===== src/rtl/imm_pkg.sv =====
// Shared opcode constants and format/occupancy encodings for the immediate decode pipe.
package imm_pkg;

    typedef enum logic [2:0] {
        FMT_R   = 3'd0,
        FMT_I   = 3'd1,
        FMT_S   = 3'd2,
        FMT_B   = 3'd3,
        FMT_U   = 3'd4,
        FMT_J   = 3'd5,
        FMT_ILL = 3'd7
    } fmt_e;

    typedef enum logic [1:0] {
        ST_EMPTY = 2'd0,
        ST_ONE   = 2'd1,
        ST_FULL  = 2'd2
    } occ_e;

    localparam logic [6:0] OP_LOAD   = 7'h03;
    localparam logic [6:0] OP_FENCE  = 7'h0F;
    localparam logic [6:0] OP_IMM    = 7'h13;
    localparam logic [6:0] OP_IMM32  = 7'h1B;
    localparam logic [6:0] OP_JALR   = 7'h67;
    localparam logic [6:0] OP_SYSTEM = 7'h73;
    localparam logic [6:0] OP_STORE  = 7'h23;
    localparam logic [6:0] OP_BRANCH = 7'h63;
    localparam logic [6:0] OP_LUI    = 7'h37;
    localparam logic [6:0] OP_AUIPC  = 7'h17;
    localparam logic [6:0] OP_JAL    = 7'h6F;
    localparam logic [6:0] OP_REG    = 7'h33;
    localparam logic [6:0] OP_REG32  = 7'h3B;

endpackage


===== src/rtl/imm_decode.sv =====
// Combinational RV opcode classifier and sign-extended immediate former.
module imm_decode
    import imm_pkg::*;
#(
    parameter int XLEN = 64
) (
    input  logic [31:0]     instr,
    output logic [XLEN-1:0] imm,
    output fmt_e            fmt,
    output logic            illegal
);

    logic [31:0] imm32;

    always_comb begin
        imm32   = '0;
        fmt     = FMT_ILL;
        illegal = 1'b0;
        case (instr[6:0])
            OP_LOAD, OP_FENCE, OP_IMM, OP_IMM32, OP_JALR, OP_SYSTEM: begin
                fmt   = FMT_I;
                imm32 = {{20{instr[31]}}, instr[31:20]};
            end
            OP_STORE: begin
                fmt   = FMT_S;
                imm32 = {{20{instr[31]}}, instr[31:25], instr[11:7]};
            end
            OP_BRANCH: begin
                fmt   = FMT_B;
                imm32 = {{19{instr[31]}}, instr[31], instr[7], instr[30:25], instr[11:8], 1'b0};
            end
            OP_LUI, OP_AUIPC: begin
                fmt   = FMT_U;
                imm32 = {instr[31:12], 12'b0};
            end
            OP_JAL: begin
                fmt   = FMT_J;
                imm32 = {{11{instr[31]}}, instr[31], instr[19:12], instr[20], instr[30:21], 1'b0};
            end
            OP_REG, OP_REG32: begin
                fmt   = FMT_R;
            end
            default: begin
                illegal = 1'b1;
            end
        endcase
    end

    // every format keeps its sign in bit 31, so one widening covers both XLENs
    assign imm = XLEN'($signed(imm32));

endmodule


===== src/rtl/imm_decode_pipe.sv =====
// Immediate decoder followed by a 2-entry result FIFO and a saturating illegal-opcode counter.
//
// state    | meaning
// ST_EMPTY | no result held, out_valid low
// ST_ONE   | head register holds the presented result
// ST_FULL  | head presented, second result parked in slot, in_ready low
module imm_decode_pipe
    import imm_pkg::*;
#(
    parameter int XLEN  = 64,
    parameter int TAG_W = 4,
    parameter int CNT_W = 16
) (
    input  logic             clk,
    input  logic             rst_n,
    input  logic             in_valid,
    output logic             in_ready,
    input  logic [31:0]      in_instr,
    input  logic [TAG_W-1:0] in_tag,
    output logic             out_valid,
    input  logic             out_ready,
    output logic [XLEN-1:0]  out_imm,
    output fmt_e             out_fmt,
    output logic             out_illegal,
    output logic [TAG_W-1:0] out_tag,
    input  logic             cnt_clr,
    output logic [CNT_W-1:0] illegal_cnt
);

    occ_e             state;
    logic [XLEN-1:0]  dec_imm, slot_imm;
    fmt_e             dec_fmt, slot_fmt;
    logic             dec_ill, slot_ill;
    logic [TAG_W-1:0] slot_tag;
    logic             push, pop;

    imm_decode #(.XLEN(XLEN)) u_dec (
        .instr   (in_instr),
        .imm     (dec_imm),
        .fmt     (dec_fmt),
        .illegal (dec_ill)
    );

    assign push      = in_valid && in_ready;
    assign pop       = out_valid && out_ready;
    assign out_valid = (state != ST_EMPTY);

    always_ff @(posedge clk or negedge rst_n) begin
        if (!rst_n) begin
            state       <= ST_EMPTY;
            in_ready    <= 1'b0;
            out_imm     <= '0;
            out_fmt     <= FMT_R;
            out_illegal <= 1'b0;
            out_tag     <= '0;
            slot_imm    <= '0;
            slot_fmt    <= FMT_R;
            slot_ill    <= 1'b0;
            slot_tag    <= '0;
            illegal_cnt <= '0;
        end else begin
            // in_ready tracks the next state so it never depends on out_ready combinationally
            in_ready <= !((state == ST_ONE && push && !pop) || (state == ST_FULL && !pop));
            case (state)
                ST_EMPTY: begin
                    if (push) begin
                        out_imm     <= dec_imm;
                        out_fmt     <= dec_fmt;
                        out_illegal <= dec_ill;
                        out_tag     <= in_tag;
                        state       <= ST_ONE;
                    end
                end
                ST_ONE: begin
                    if (push && pop) begin
                        out_imm     <= dec_imm;
                        out_fmt     <= dec_fmt;
                        out_illegal <= dec_ill;
                        out_tag     <= in_tag;
                    end else if (push) begin
                        slot_imm <= dec_imm;
                        slot_fmt <= dec_fmt;
                        slot_ill <= dec_ill;
                        slot_tag <= in_tag;
                        state    <= ST_FULL;
                    end else if (pop) begin
                        state <= ST_EMPTY;
                    end
                end
                ST_FULL: begin
                    if (pop) begin
                        out_imm     <= slot_imm;
                        out_fmt     <= slot_fmt;
                        out_illegal <= slot_ill;
                        out_tag     <= slot_tag;
                        state       <= ST_ONE;
                    end
                end
                default: state <= ST_EMPTY;
            endcase

            if (cnt_clr) begin
                illegal_cnt <= '0;
            end else if (push && dec_ill && (illegal_cnt != {CNT_W{1'b1}})) begin
                illegal_cnt <= illegal_cnt + 1'b1;
            end
        end
    end

endmodule


===== config.mk =====
export PLATFORM = sky130hd
export DESIGN_NAME = imm_decode_pipe
export DESIGN_NICKNAME = d
export VERILOG_FILES = /design/src/rtl/imm_pkg.sv /design/src/rtl/imm_decode.sv /design/src/rtl/imm_decode_pipe.sv
export SDC_FILE = /design/constraint.sdc
export NUM_CORES = 1
export LEC_CHECK = 0
export ABC_AREA = 1
export CORE_MARGIN = 2
export CORE_UTILIZATION = 30
export CTS_CLUSTER_DIAMETER = 80
export DETAILED_ROUTE_END_ITERATION = 16
export PLACE_DENSITY = 0.57
export SYNTH_ARGS = -nofsm -noshare
export SYNTH_HDL_FRONTEND = slang
export SYNTH_HIERARCHICAL = 1
export SYNTH_SLANG_ARGS = --single-unit

===== constraint.sdc =====
create_clock -name clk -period 3.24 [get_ports clk]
set_clock_uncertainty 0.2 [all_clocks]
set_input_delay 0.648 -clock clk [delete_from_list [all_inputs] [get_ports clk]]
set_output_delay 0.648 -clock clk [all_outputs]
set_load 0.02 [all_outputs]

==> flow_metrics.env <==
export IMPL_combPwrFrac_pct=42.4
export IMPL_antenna_found_initial=1
export IMPL_synth_top_family_by_area="simple AND/OR/NAND/NOR gates"
export IMPL_power_leakage_nw=5.26
export IMPL_max_slew_margin_rel_pct=47.8
export IMPL_min_period_ps=2560
export IMPL_wl_per_cell_um=14.0
export IMPL_internal_power_mw=5.69
export IMPL_setup_viol=0
export IMPL_start_util_pct=30.5
export IMPL_cts_root_buf="clkbuf_16"
export IMPL_hold_buffers=0
export IMPL_yosysWarnings=6
export IMPL_num_rows=61
export IMPL_max_freq_mhz=390
export IMPL_synth_mux_area_share_pct=0
export IMPL_ir_drop_mv=0.474
export IMPL_hold_viol_final=0
export IMPL_synth_seq_cells=163
export IMPL_crit_arrival_ps=2720
export IMPL_dp_cells=1561
export IMPL_whs_ps=25.5
export IMPL_synth_xor_area_share_pct=0.620
export IMPL_endpoint="illegal_cnt[3]"
export IMPL_ctsLongestPathBuffers=2
export IMPL_die_x_um=172
export IMPL_final_max_slew_viol_count=0
export IMPL_pwr_share_clk_pct=23.0
export IMPL_outcome="completed"
export IMPL_crit_type="in2reg"
export IMPL_r2r_end="out_imm[2]"
export IMPL_avgSynthCellArea_um2=7.52
export IMPL_grtUsageTotal_pct=15.7
export IMPL_synthCells=1127
export IMPL_switchingPower_mw=3.80
export IMPL_hp_class="in2async"
export IMPL_reg2reg_setup_slack_ps=1140
export IMPL_overflow=0
export IMPL_grt_max_degree=81
export IMPL_ys_types=32
export IMPL_gp_congestion=0.869
export IMPL_crit_start="in_instr[4]"
export IMPL_insertion_delay_ps=420
export IMPL_cts_tree="built"
export IMPL_fin_ws_ps=676
export IMPL_synth_compound_area_share_pct=11.6
export IMPL_fin_total_pwr_mw=9.49
export IMPL_ys_seq_area_share_pct=48.1
export IMPL_core_area_um2=27800
export IMPL_placed_area_um2=9950
export IMPL_critPathRequiredTime_ps=3390
export IMPL_utilization_pct=38.1
export IMPL_layout_cells_non_filler=1594
export IMPL_maxCapViolations=0
export IMPL_worstPathMaxFanout=9
export IMPL_synth_area_um2=8480
export IMPL_ant_nets=0
export IMPL_yosys_area_share_simple_pct=28.0
export IMPL_cts_inserted_buffers=17
export IMPL_die_y_um=172
export IMPL_design_area_um2=10600
export IMPL_rsz0062_at_grt="no"
export IMPL_routed_wirelength_um=22400
export IMPL_vias=7335
export IMPL_cts_sinks=163
export IMPL_nNetsFinal=1244
export IMPL_netlist_top_cells_area="dfrtp_1 (48%), nand2_1 (14%), nand3_1 (6.4%), a21oi_1 (6.1%), inv_1 (4.6%)"
export IMPL_dieArea_um2=29600
export IMPL_htreeDepth=4
export IMPL_initialDrtViolationCount=512
export IMPL_drtPass1Iterations=5
export IMPL_syn_to_final_growth_pct=24.8
export IMPL_drive_above_1_share_pct=7.08
export IMPL_netSwitchingFraction_pct=40.0
export IMPL_yosysTopAreaCell="dfrtp_1"
export IMPL_drc=0
export IMPL_cellPowerDensity_nw_per_um2=897
export IMPL_synth_adder_area_share_pct=0.148
export IMPL_via_per_inst=4.60
export IMPL_r2r_start="state[1]"
export IMPL_reg2reg_depth=6
export IMPL_start_kind="input pin"
export IMPL_syn_nets=1169
export IMPL_period_share_pct=79.2
export IMPL_cts_setup_buffers=0
export IMPL_cts_resized=0
export IMPL_clk_pin_slew_ps=70
export IMPL_grt_pass1_wl_um=37000
export IMPL_synthDominantCellAreaShare_pct=48.1
export IMPL_portBuffers=130
export IMPL_grt_pass1_vias=7068
export IMPL_num_io_pins=131
export IMPL_worst_pin_slew_ps=782
export IMPL_setup_tns_ps=0
export IMPL_dp_slack_ps=223
export IMPL_power_frac_seq_pct=34.6
export IMPL_dp_hpwl_um=14500
export IMPL_crit_path_end_kind="flip-flop"
-- power by group through the flow --
stage	Clock [mW]	Sequential [mW]	Combinational, mW
floorplan	0	3.79	1.94
global placement	0	3.31	4.03
detailed placement	0	3.32	4.08
CTS	2.25	3.30	4.11
global route	2.34	3.38	4.50
finish	2.18	3.28	4.03
-- synthesized netlist by cell type (all sizes together) --
library cell,instances
inv,108
nand3b,4
ha,1
o21ai,77
nand2,327
dfrtp,163
xor2,6
nand3,111
a211oi,1
nand4,8
buf,81
o211ai,1
nor3,3
nor2,112
clkbuf,13
a21oi,105
a21boi,6
-- registers in the layout (all words and copies together) (netlist names) --
name / count
out_imm: 64
slot_ill: 1
illegal_cnt: 16
slot_fmt: 3
out_illegal: 1
state: 2
slot_tag: 4
out_tag: 4
in_ready: 1
out_fmt: 3
slot_imm: 64
-- how the worst min path moves through the flow --
| stage | startpoint | endpoint | slack [ps] |
|---|---|---|---|
| 3_3_place_gp | slot_imm[2] | slot_imm[2] | 270 |
| 2_1_floorplan | rst_n | illegal_cnt[0] | 150 |
| 3_5_place_dp | slot_imm[0] | slot_imm[0] | 270 |
| 5_1_grt | rst_n | illegal_cnt[13] | 70 |
| 4_1_cts | rst_n | illegal_cnt[14] | 40 |
| 6_report | rst_n | illegal_cnt[13] | 30 |
-- logic make-up after synthesis --
| kind of cell | Yosys count |
|---|---|
| buffers and inverters | 202 |
| adders and majority gates | 1 |
| xor gates and xnor gates | 6 |
| AOI/OAI and AO/OA | 190 |
| and+or+nand+nor | 565 |
| DFF | 163 |
-- layer usage --
layer,up-vias,track usage [%],wire [um]
li1,3698,-,-
met1,3485,22.5,11400
met2,137,24.3,9820
met3,15,3.23,894
met4,0,3.87,282
met5,-,0,0
-- worst max-delay path: stages --
cell and delay [ps]:
clkdlybuf4s50_1 560, inv_2 50, nand2_2 120, nor2_2 60, nand2_2 90, nand2_1 120, nor2_1 110, nand3_1 120
inv_1 120, nand2_1 130, nor2_2 370, nand3b_1 120, nand2_1 90
-- layout by cell type, fill, tap and decap left out, drive strengths merged --
master         instances
a211oi                 1
clkinv                 3
xor2                   6
dfrtp                163
clkinvlp               2
nand4                  8
clkbuf                18
ha                     1
nor3                   3
nand2                327
a21oi                105
nor2                 112
clkdlybuf4s50        129
buf                   21
diode                  1
bufinv                 3
nand3b                 4
inv                  114
o21ai                 77
nand3                111
o211ai                 1
a21boi                 6
-- cell type report --
| class | instances | area (um2) |
|---|---|---|
| Fill cell | 2906 | 17200 |
| Sequential cell | 163 | 4080 |
| Multi-Input combinational cell | 762 | 3460 |
| Timing Repair Buffer | 150 | 1530 |
| Tap cell | 378 | 473 |
| Clock buffer | 18 | 439 |
| Inverter | 108 | 405 |
| Clock inverter | 14 | 194 |
| Antenna cell | 1 | 2.50 |
Power figures use the tool's default switching activity.
